[src/rtl/datapath_if.sv]
// datapath_if: control-unit to datapath bundle (decoded controls in, acc/register/flags out)
interface datapath_if;
  logic [2:0] mode;
  logic [1:0] select;
  logic       rf_we;
  logic       acc_we;
  logic       alu_mux;
  logic       alu_out_mux;
  logic       rf_mux;
  logic       data_imm;
  logic [7:0] imm;
  logic [7:0] acc_out;
  logic [7:0] rf_rd;
  logic       zero;
  logic       carry;
  modport master (
    output mode, select, rf_we, acc_we, alu_mux, alu_out_mux, rf_mux, data_imm, imm,
    input  acc_out, rf_rd, zero, carry
  );
  modport slave (
    input  mode, select, rf_we, acc_we, alu_mux, alu_out_mux, rf_mux, data_imm, imm,
    output acc_out, rf_rd, zero, carry
  );
endinterface

[src/rtl/datapath.sv]
// datapath: 4x8 register file, 8-bit accumulator, ALU and zero/carry flags
module datapath (
  input logic       dp_clk,
  input logic       dp_rst_n,
  datapath_if.slave bus
);
  logic [7:0] rf [4];
  logic [7:0] acc, rd, b;
  logic [8:0] res;
  logic       zero, carry;
  assign rd = rf[bus.select];
  assign b  = bus.alu_mux ? rd : bus.imm;
  // bit 8 is carry for add and borrow for sub/compare
  always_comb
    res = bus.mode == 3'd0 ? {1'b0, acc} + {1'b0, b} :
          bus.mode == 3'd1 || bus.mode == 3'd2 ? {1'b0, acc} - {1'b0, b} :
          bus.mode == 3'd3 ? {1'b0, acc & b} :
          bus.mode == 3'd4 ? {1'b0, acc | b} :
          bus.mode == 3'd5 ? {1'b0, acc ^ b} :
          bus.mode == 3'd7 ? {1'b0, b} : {1'b0, acc};
  always_ff @(posedge dp_clk or negedge dp_rst_n)
    if (!dp_rst_n) begin
      rf    <= '{default: '0};
      acc   <= '0;
      zero  <= 1'b0;
      carry <= 1'b0;
    end else begin
      if (bus.rf_we && (bus.data_imm || bus.rf_mux))
        rf[bus.select] <= bus.data_imm ? bus.imm : acc;
      if (bus.acc_we) begin
        if (bus.alu_out_mux)
          acc <= rd;
        else begin
          if (bus.mode != 3'd2 && bus.mode != 3'd6)
            acc <= res[7:0];
          if (bus.mode <= 3'd5) begin
            zero  <= res[7:0] == 8'h00;
            carry <= res[8];
          end
        end
      end
    end
  assign bus.acc_out = acc;
  assign bus.rf_rd   = rd;
  assign bus.zero    = zero;
  assign bus.carry   = carry;
endmodule

[src/flat_wrapper.sv]
// flat-port wrapper written by rule: the top's interface ports become plain ports
module datapath_flat 
  (dp_clk, dp_rst_n, bus_mode, bus_select, bus_rf_we, bus_acc_we, bus_alu_mux, bus_alu_out_mux, bus_rf_mux, bus_data_imm, bus_imm, bus_acc_out, bus_rf_rd, bus_zero, bus_carry);
  datapath_if bus_i ();
  input logic dp_clk;
  input logic dp_rst_n;
  input wire logic [$bits(bus_i.mode)-1:0] bus_mode;
  input wire logic [$bits(bus_i.select)-1:0] bus_select;
  input wire logic [$bits(bus_i.rf_we)-1:0] bus_rf_we;
  input wire logic [$bits(bus_i.acc_we)-1:0] bus_acc_we;
  input wire logic [$bits(bus_i.alu_mux)-1:0] bus_alu_mux;
  input wire logic [$bits(bus_i.alu_out_mux)-1:0] bus_alu_out_mux;
  input wire logic [$bits(bus_i.rf_mux)-1:0] bus_rf_mux;
  input wire logic [$bits(bus_i.data_imm)-1:0] bus_data_imm;
  input wire logic [$bits(bus_i.imm)-1:0] bus_imm;
  output wire logic [$bits(bus_i.acc_out)-1:0] bus_acc_out;
  output wire logic [$bits(bus_i.rf_rd)-1:0] bus_rf_rd;
  output wire logic [$bits(bus_i.zero)-1:0] bus_zero;
  output wire logic [$bits(bus_i.carry)-1:0] bus_carry;
  assign bus_i.mode = bus_mode;
  assign bus_i.select = bus_select;
  assign bus_i.rf_we = bus_rf_we;
  assign bus_i.acc_we = bus_acc_we;
  assign bus_i.alu_mux = bus_alu_mux;
  assign bus_i.alu_out_mux = bus_alu_out_mux;
  assign bus_i.rf_mux = bus_rf_mux;
  assign bus_i.data_imm = bus_data_imm;
  assign bus_i.imm = bus_imm;
  assign bus_acc_out = bus_i.acc_out;
  assign bus_rf_rd = bus_i.rf_rd;
  assign bus_zero = bus_i.zero;
  assign bus_carry = bus_i.carry;
  datapath u_core (.dp_clk(dp_clk), .dp_rst_n(dp_rst_n), .bus(bus_i));
endmodule
[config.mk]
export PLATFORM = sky130hd
export DESIGN_NAME = datapath_flat
export DESIGN_NICKNAME = d
export VERILOG_FILES = /design/src/rtl/datapath_if.sv /design/src/rtl/datapath.sv /design/src/flat_wrapper.sv
export SDC_FILE = /design/constraint.sdc
export NUM_CORES = 1
export LEC_CHECK = 0
export CAP_MARGIN = 20
export CORE_UTILIZATION = 60
export CTS_BUF_LIST = sky130_fd_sc_hd__clkbuf_4 sky130_fd_sc_hd__clkbuf_8 sky130_fd_sc_hd__clkbuf_16
export CTS_CLUSTER_SIZE = 24
export DETAILED_ROUTE_END_ITERATION = 10
export GPL_ROUTABILITY_DRIVEN = 1
export PLACE_DENSITY_LB_ADDON = 0.2
export SYNTH_ARGS = -nofsm -noshare
export SYNTH_HDL_FRONTEND = slang
export SYNTH_SLANG_ARGS = --single-unit
[constraint.sdc]
create_clock -name dp_clk -period 5.7 [get_ports dp_clk]
set_input_delay 0.855 -clock dp_clk [delete_from_list [all_inputs] [get_ports dp_clk]]
set_output_delay 0.855 -clock dp_clk [all_outputs]
set_load 0.02 [all_outputs]
# Yosys cells after proc, flatten, opt, wreduce, memory -nomap -nowiden
# Cells that the tools add are included.
word_totals:
  regBits: 42
  latchBits: 0
  ramBits: 0
  rom_bits: 0
  in_bits: 21
  output_inout_bits: 18
  word_cells: 51
  mem_count: 0
op_classes:
  add_sub_neg: 2
  mul: 0
  div: 0
  n_lt_le_gt_ge: 3
  eq_ne: 8
  n_shift: 0
  mux: 16
  bitwise_logic: 5
  n_reduce_logical: 10
op_table:
  columns: ["cell", "n"]
  rows:
  - ["$mux 8", 8]
  - ["$mux 9", 5]
  - ["$bwmux 32", 1]
  - ["$bmux 8 s2", 1]
  - ["$demux 8 s2", 1]
  - ["$add 8x8->9", 1]
  - ["$eq 3x3->1 const B", 3]
  - ["$sub 8x8->9", 1]
  - ["$and 8x8->8", 1]
  - ["$logic_not 8->1", 1]
  - ["$or 8x8->8", 1]
  - ["$xor 8x8->8", 1]
  - ["$eq 3x2->1 const B", 2]
  - ["$eq 3x1->1 const B", 1]
  - ["$ge 3x3->1 const B", 1]
  - ["$le 3x3->1 const B", 1]
  - ["$logic_and 1x1->1", 3]
  - ["$logic_not 3->1", 1]
  - ["$lt 3x1->1 const B", 1]
  - ["$ne 3x2->1 const B", 1]
  - ["$ne 3x3->1 const B", 1]
  - ["$not 2->3", 1]
  - ["$reduce_and 3->1", 1]
  - ["$logic_or 1x1->1", 2]
  - ["3 further kinds", 3]

# Depth between registers and ports, before layout
# Gate-level depths: netlist (run 1).
logic_depth:
  ltp_word: 13
  ltp_mapped: 13
  depth_no_buf: 12

# Worst setup path after synthesis (run 1)
# Ideal clock, no wire load.
synth_path:
  kind: "input port to flip-flop"
  from: "input port bus_select[0]"
  to: "register u_core.acc[7] (netlist: u_core.bus.acc_out[7])"
  setup_time_ps: 136
  arrival_time_ps: 3677
  required_time_ps: 5564
  slack_ps: 1887
  cell_stages: 11
  path_buffers: 1
  cell_sequence: "buf_6 -> mux4_1 -> mux2i_1 -> ha_1 -> a21o_1 -> nand4_1 -> a21oi_1 -> or3_1 -> mux2_2 -> a211oi_1 -> o31ai_1"
synth_between:
  word_cells_on_any_way: 18
  cone_classes: "2 x add/sub; 12 x mux; 4 x bitwise"
synth_lines:
  columns: ["item", "line_no", "text"]
  rows:
  - ["from (decl)", "flat_wrapper.sv:8", "input wire logic [$bits(bus_i.select)-1:0] bus_select;"]
  - ["$not 2->3 (not written as such) (*)", "datapath.sv:11", "assign rd = rf[bus.select];"]
  - ["$bmux 8 s2 (*)", "datapath.sv:11", null]
  - ["$mux 8 (not written as such) (*) (2 in series)", "datapath.sv:11", null]
  - ["via bus_rf_rd[1]", "flat_wrapper.sv:17", "output wire logic [$bits(bus_i.rf_rd)-1:0] bus_rf_rd;"]
  - ["$mux 8 (*)", "datapath.sv:12", "assign b = bus.alu_mux ? rd : bus.imm;"]
  - ["$sub 8x8->9", "datapath.sv:16", "bus.mode == 3'd1 || bus.mode == 3'd2 ? {1'b0, acc} - {1'b0, b} :"]
  - ["$mux 9", "datapath.sv:16", null]
  - ["$mux 9 (*)", "datapath.sv:15", "res = bus.mode == 3'd0 ? {1'b0, acc} + {1'b0, b} :"]
  - ["$mux 8 (*)", "datapath.sv:34", "if (bus.mode != 3'd2 && bus.mode != 3'd6)"]
  - ["$mux 8 (*)", "datapath.sv:31", "if (bus.alu_out_mux)"]
  - ["to (signal assigned)", "datapath.sv:32", "acc <= rd;"]
  - ["to (signal assigned)", "datapath.sv:35", "acc <= res[7:0];"]
  - ["to (decl)", "datapath.sv:8", "logic [7:0] acc, rd, b;"]
# The timed path passes the listed nets; every way through them passes the cells marked *. The select of a mux whose other input is x is not followed.
# A chain may end at the register's enable or synchronous reset.

# Worst setup path after layout (run 1)
layout_path:
  from: "input port bus_select[0]"
  to: "register u_core.zero (netlist: u_core.bus.zero)"
layout_between:
  elab_chain_cells: 12
  word_cells_on_any_way: 17
  cone_classes: "2 x add/sub; 10 x mux; 4 x bitwise; 1 x reduce/logical"
layout_rtl:
  columns: ["item", "line_no", "text"]
  rows:
  - ["$not 2->3 (not written as such) (*)", "datapath.sv:11", null]
  - ["$bmux 8 s2 (*)", "datapath.sv:11", null]
  - ["$mux 8 (not written as such) (*) (2 in series)", "datapath.sv:11", null]
  - ["$mux 8 (*)", "datapath.sv:12", null]
  - ["parallel branches: the longest is 5 deep, another holds $sub 8x8->9", null, null]
  - ["$mux 9 (*)", "datapath.sv:15", null]
  - ["$logic_not 8->1 (*)", "datapath.sv:37", "zero <= res[7:0] == 8'h00;"]
  - ["to (signal assigned)", "datapath.sv:25", "zero <= 1'b0;"]
  - ["to (signal assigned)", "datapath.sv:37", null]
  - ["to (decl)", "datapath.sv:10", "logic zero, carry;"]
# Every way passes the cells marked *. The select of a mux whose other input is x is not followed.

==> impl_metrics.py, run 1 <==
metrics = {
    "status": {
        "run_status": "finished, final reports clean",
    },
    "sta": {
        "period_needed_ns": 4.69,
        "hold_slack_ns": 0.484,
        "clock_skew_ns": 0.00539,
        "fin_crit_sh_pct": 82.3,
        "hold_viol": 0,
        "rsz0062_at_grt": "false",
        "max_slew_margin_pct": 31.1,
        "drv_slew": 0,
        "worstMarginPinSlew_ns": 1.03,
        "clock.fmax_ghz": 0.213,
        "setup_violations": 0,
        "tns_ns": 0,
    },
    "detailed_routing": {
        "drcViolationCount": 0,
        "dr.pass1.iters": 5,
        "ant_nets": 0,
        "vias": 2940,
        "finalWirelength_mm": 8.45,
        "wl_per_cell_um": 18.0,
        "viasPerCell": 6.27,
        "dr.first_iter.drc_count": 187,
    },
    "synthesis": {
        "synth_seq_area_share_pct": 31.9,
        "synth_cells": 372,
        "synth_top_area_share_pct": 31.9,
        "synth_ff_type": "dfrtp_1",
        "yosys-top-cells-area": "dfrtp_1 32%, ha_1 9.5%, a21oi_1 6.7%, mux4_2 4.8%, nor2_1 4.4%",
        "syn_nets": 420,
        "synth_top_cell_by_area": "dfrtp_1",
        "syn_area_um2": 3290,
        "synth-edff-count": 0,
        "synth-seq-cells": 42,
        "avgSynthCellArea_um2": 8.86,
        "async_flop_share_pct": 100,
        "yosysWarningCount": 0,
        "ys_types": 57,
    },
    "global_route": {
        "grt_first_pass_wirelength_mm": 13.8,
        "grt_antenna_before_repair": 0,
        "grt.overflow.total": 0,
        "grt_max_degree": 43,
        "grt_pass1_vias": 2804,
        "gr-usage-all-layers_pct": 30.2,
    },
    "critical_path": {
        "reg2reg_depth": 11,
        "rr_startpoint": "u_core.rf[9]",
        "r2r_end": "u_core.bus.zero",
        "required_ns": 5.94,
        "rrSetupSlack_ns": 2.22,
        "endpoint_kind": "flop",
        "endpoint": "u_core.bus.zero",
        "cp-start-kind": "input pin",
        "arrival_ns": 4.93,
        "cp_max_fo": 12,
        "critical_path.startpoint": "bus_select[0]",
        "path_class": "in2reg",
    },
    "floorplan": {
        "die_area_um2": 5790,
        "pin_count": 39,
        "rows": 26,
        "initial_core_util_pct": 63.3,
        "die_w_um": 76.1,
        "die_h_um": 76.1,
        "core_area_um2": 5200,
    },
    "clock_network": {
        "post_cts_buffers": 0,
        "cts_root_buffer": "clkbuf_8",
        "ctsLongestPathBuffers": 2,
        "cts.sinks": 42,
        "tritoncts": "yes",
        "clkSlewWorstSetupHoldPaths_ns": 0.08,
        "cts_hold_buffers": 0,
        "cts_made_buffers": 5,
        "cts_resized": 0,
        "htreeDepth": 2,
        "clock_latency_ns": 0.29,
    },
    "placement": {
        "io_buffers": 38,
        "dp_hpwl_mm": 6.17,
        "gp_congestion": 0.894,
    },
    "finish": {
        "final_cell_mix": "44 x a21oi_1, 42 x dfrtp_1, 39 x nor2_1",
        "area_growth_pct": 15.3,
        "nFillCells": 403,
        "nets": 446,
        "final_util_pct": 73.0,
        "final_common_cell": "a21oi_1",
        "post_route_cells_drive_above_1_share_pct": 8.77,
        "insertedDiodeCount": 0,
    },
    "power": {
        "p_leak_nw": 1.66,
        "peakVddDrop_v": 0.000245,
        "total_power_mw": 1.37,
        "p_per_area_nw_per_um2": 362,
    },
    "worst_hold_path": {
        "hp-class": "reg2reg",
    },
    "run": {
        "max_cap_viol_count": 0,
    },
}
[flip-flops by register name, indices dropped and copies added, names as in the netlist]
register,flops
u_core.rf,32
u_core.bus.acc_out,8
u_core.bus.carry,1
u_core.bus.zero,1
[synthesized netlist by cell type, types with 3 or more instances]
master / instances
o221ai_1: 7
inv_1: 24
o31ai_1: 4
nand2b_1: 4
ha_1: 25
nor3_1: 3
nand3_1: 9
a21oi_1: 44
a21o_1: 7
dfrtp_1: 42
nor2_1: 39
o21bai_1: 3
o21ai_0: 28
a22o_1: 3
mux2_2: 4
buf_2: 5
mux2i_1: 14
a211oi_1: 4
nand2_1: 31
mux4_2: 7
clkbuf_1: 14
[worst max-delay path: stages]
cell and delay [ns]:
clkdlybuf4s50_1 0.89, mux4_1 0.69, mux2i_1 0.43, inv_1 0.16, fa_1 0.48, o21bai_1 0.15, a21oi_1 0.12, a221o_1 0.33
a21oi_1 0.29, nand3_1 0.15, nor4_2 0.16, a32o_2 0.20
[cell type report]
| type | instances | area, µm² | share of cell area (%) |
|---|---|---|---|
| clock inverter | 2 | 37.5 | 0.988 |
| inverter | 25 | 93.8 | 2.47 |
| clock buffer | 6 | 76.3 | 2.01 |
| timing repair buffer | 41 | 398 | 10.5 |
| multi-input combinational | 283 | 2050 | 54.1 |
| tap | 70 | 87.6 | 2.31 |
| sequential | 42 | 1050 | 27.7 |
[worst min path at each step]
stage | from | endpoint | slack [ns] | cells after the start
global route | u_core.rf[3] | u_core.rf[3] | 0.50 | 2
floorplan | u_core.rf[1] | u_core.rf[1] | 0.44 | 2
detailed placement | u_core.rf[3] | u_core.rf[3] | 0.46 | 2
finish | u_core.rf[1] | u_core.rf[1] | 0.48 | 2
CTS | u_core.rf[3] | u_core.rf[3] | 0.48 | 2
global placement | u_core.rf[1] | u_core.rf[1] | 0.46 | 2
[metrics by stage]
step | setup WS [ns] | instances | instance area [µm²]
finish | 1.01 | 469 | 3800
global route | 0.727 | 469 | 3800
CTS | 1.02 | 468 | 3790
detailed placement | 0.776 | 460 | 3680
global placement | 0.797 | 460 | 3680
floorplan | 1.89 | 372 | 3290
[kinds of logic (layout without fill, tap and decap cells)]
kind of cell,Yosys count,after routing,synth area share (%)
compound gates,123,123,23.8
simple gates,101,101,13.8
buf+inv,47,74,5.77
fa+ha+maj,27,27,10.7
flops,42,42,31.9
mux,30,30,13.5
xor+xnor,2,2,0.532
[where the power goes]
part | total (mW) | internal [mW] | switching [mW]
logic | 0.701 | 0.304 | 0.397
clock network | 0.240 | 0.135 | 0.104
registers | 0.432 | 0.370 | 0.0625
total | 1.37 | 0.809 | 0.564
[layer usage]
metal  track usage, %  vias up  share of wire [%]  wire [µm]
met5                0        -                  0          0
met3             4.07       16                5.0        419
li1                 -     1390                  -          -
met1             40.3     1410                 44       3680
met4             9.81        0                1.8        156
met2             50.9      124                 50       4200
Note: power is estimated with default switching activity, not from simulation.
==> run 2: changes to the inputs <==
Settings changed: CORE_UTILIZATION 60 to 57.
Clock period 5.7 ns to 4.81 ns, I/O delays scaled along.
==> run 2 against run 1 <==
Clock-buffer cell count unchanged; critical path depth unchanged; critical endpoint unchanged; sequential share of layout area decreased by 0.12 points; largest cell class unchanged; worst hold slack got worse by 0.0015 ns; global-route usage decreased by 0.94 points; total power increased by 18%; worst setup slack got worse by 0.40 ns.
==> impl_metrics.py, run 2 (same netlist as run 1, synthesis figures left out) <==
metrics = {
    "power": {
        "p_leak_nw": 1.67,
        "p_per_area_nw_per_um2": 427,
        "total_power_mw": 1.63,
        "peakVddDrop_v": 0.000284,
    },
    "placement": {
        "gp_congestion": 0.935,
        "dp_hpwl_mm": 6.21,
        "dp_slack_ns": 0.323,
        "io_buffers": 38,
        "placed_cell_area_um2": 3700,
    },
    "global_route": {
        "grt_antenna_before_repair": 0,
        "grt.overflow.total": 0,
        "grt_pass1_vias": 2904,
        "grt_first_pass_wirelength_mm": 13.8,
        "gr-usage-all-layers_pct": 29.2,
        "grt_max_degree": 43,
    },
    "critical_path": {
        "cp_max_fo": 10,
        "endpoint_kind": "flop",
        "rrSetupSlack_ns": 1.54,
        "reg2reg_depth": 11,
        "rr_startpoint": "u_core.rf[24]",
        "endpoint": "u_core.bus.zero",
        "arrival_ns": 4.43,
        "r2r_end": "u_core.bus.zero",
        "cp-start-kind": "input pin",
        "critical_path.startpoint": "bus_select[0]",
        "path_class": "in2reg",
        "required_ns": 5.05,
    },
    "sta": {
        "tns_ns": 0,
        "rsz0062_at_grt": "false",
        "clock.fmax_ghz": 0.238,
        "setup_violations": 0,
        "max_slew_margin_pct": 34.7,
        "fin_ws_ns": 0.614,
        "clock_skew_ns": 0.00568,
        "period_needed_ns": 4.20,
        "hold_viol": 0,
        "fin_crit_sh_pct": 87.2,
        "worstMarginPinSlew_ns": 0.976,
        "drv_slew": 0,
    },
    "floorplan": {
        "die_h_um": 78.0,
        "die_area_um2": 6090,
        "die_w_um": 78.0,
        "pin_count": 39,
        "core_area_um2": 5540,
        "rows": 27,
        "initial_core_util_pct": 59.5,
    },
    "detailed_routing": {
        "viasPerCell": 6.21,
        "vias": 2929,
        "drcViolationCount": 0,
        "dr.first_iter.drc_count": 213,
        "dr.pass1.iters": 5,
        "finalWirelength_mm": 8.31,
        "wl_per_cell_um": 17.6,
        "ant_nets": 0,
    },
    "finish": {
        "top_register": "u_core.rf",
        "insertedDiodeCount": 0,
        "seq_area_um2": 1050,
        "fin_area_um2": 3810,
        "post_route_cells_drive_above_1_share_pct": 9.00,
        "final_util_pct": 68.8,
        "nFillCells": 455,
        "area_growth_pct": 15.8,
        "final_cell_mix": "44 x a21oi_1, 42 x dfrtp_1, 39 x nor2_1",
        "largest_register_ffs": 32,
        "final_common_cell": "a21oi_1",
        "nets": 448,
        "multiInputGateArea_um2": 2050,
    },
    "clock_network": {
        "cts_made_buffers": 5,
        "clkSlewWorstSetupHoldPaths_ns": 0.08,
        "cts_hold_buffers": 0,
        "cts.sinks": 42,
        "ctsLongestPathBuffers": 2,
        "cts_root_buffer": "clkbuf_8",
        "cts_resized": 0,
        "clock_latency_ns": 0.29,
        "htreeDepth": 2,
        "post_cts_buffers": 0,
        "tritoncts": "yes",
    },
    "status": {
        "run_status": "finished, final reports clean",
    },
    "worst_hold_path": {
        "hp-class": "reg2reg",
        "worstHoldPathCells": 2,
    },
    "run": {
        "max_cap_viol_count": 0,
    },
}
run 2: metrics by stage:
stage	std cells	hold WS (ns)
floorplan	372	0.426
global placement	465	0.460
detailed placement	465	0.467
CTS	472	0.485
global route	472	0.517
finish	472	0.483
run 2: layout make-up:
type / instances / area share (%)
sequential: 42 / 27.6
timing repair buffer: 43 / 10.8
multi-input combinational: 283 / 53.8
inverter: 25 / 2.46
tap: 72 / 2.36
clock inverter: 1 / 0.787
clock buffer: 6 / 2.17
run 2: worst min path at each step:
stage	from	endpoint
6_report	u_core.rf[6]	u_core.rf[6]
5_1_grt	u_core.rf[4]	u_core.rf[4]
4_1_cts	u_core.rf[6]	u_core.rf[6]
3_5_place_dp	u_core.rf[6]	u_core.rf[6]
3_3_place_gp	u_core.rf[0]	u_core.rf[0]
2_1_floorplan	dp_rst_n	u_core.bus.acc_out[0]
run 2: critical path: stages:
cell and delay [ns]:
clkdlybuf4s50_1 0.77, mux4_2 0.59, mux2_2 0.34, ha_1 0.22, fa_1 0.42, o21bai_1 0.16, a21oi_1 0.12, a221o_1 0.34
a21oi_1 0.22, nand3_1 0.13, nor4_2 0.19, a32o_2 0.21
run 2: report_power, final:
part,switching (mW),internal (mW),total (mW)
registers,0.0743,0.438,0.513
logic,0.468,0.361,0.830
clock network,0.118,0.166,0.284
total,0.661,0.966,1.63
run 2: layer usage:
| layer | global-route usage (%) | part of all wire, % |
|---|---|---|
| met5 | 0 | 0 |
| met4 | 12.4 | 2.4 |
| met3 | 4.77 | 5.5 |
| met1 | 38.2 | 44 |
| met2 | 48.2 | 48 |
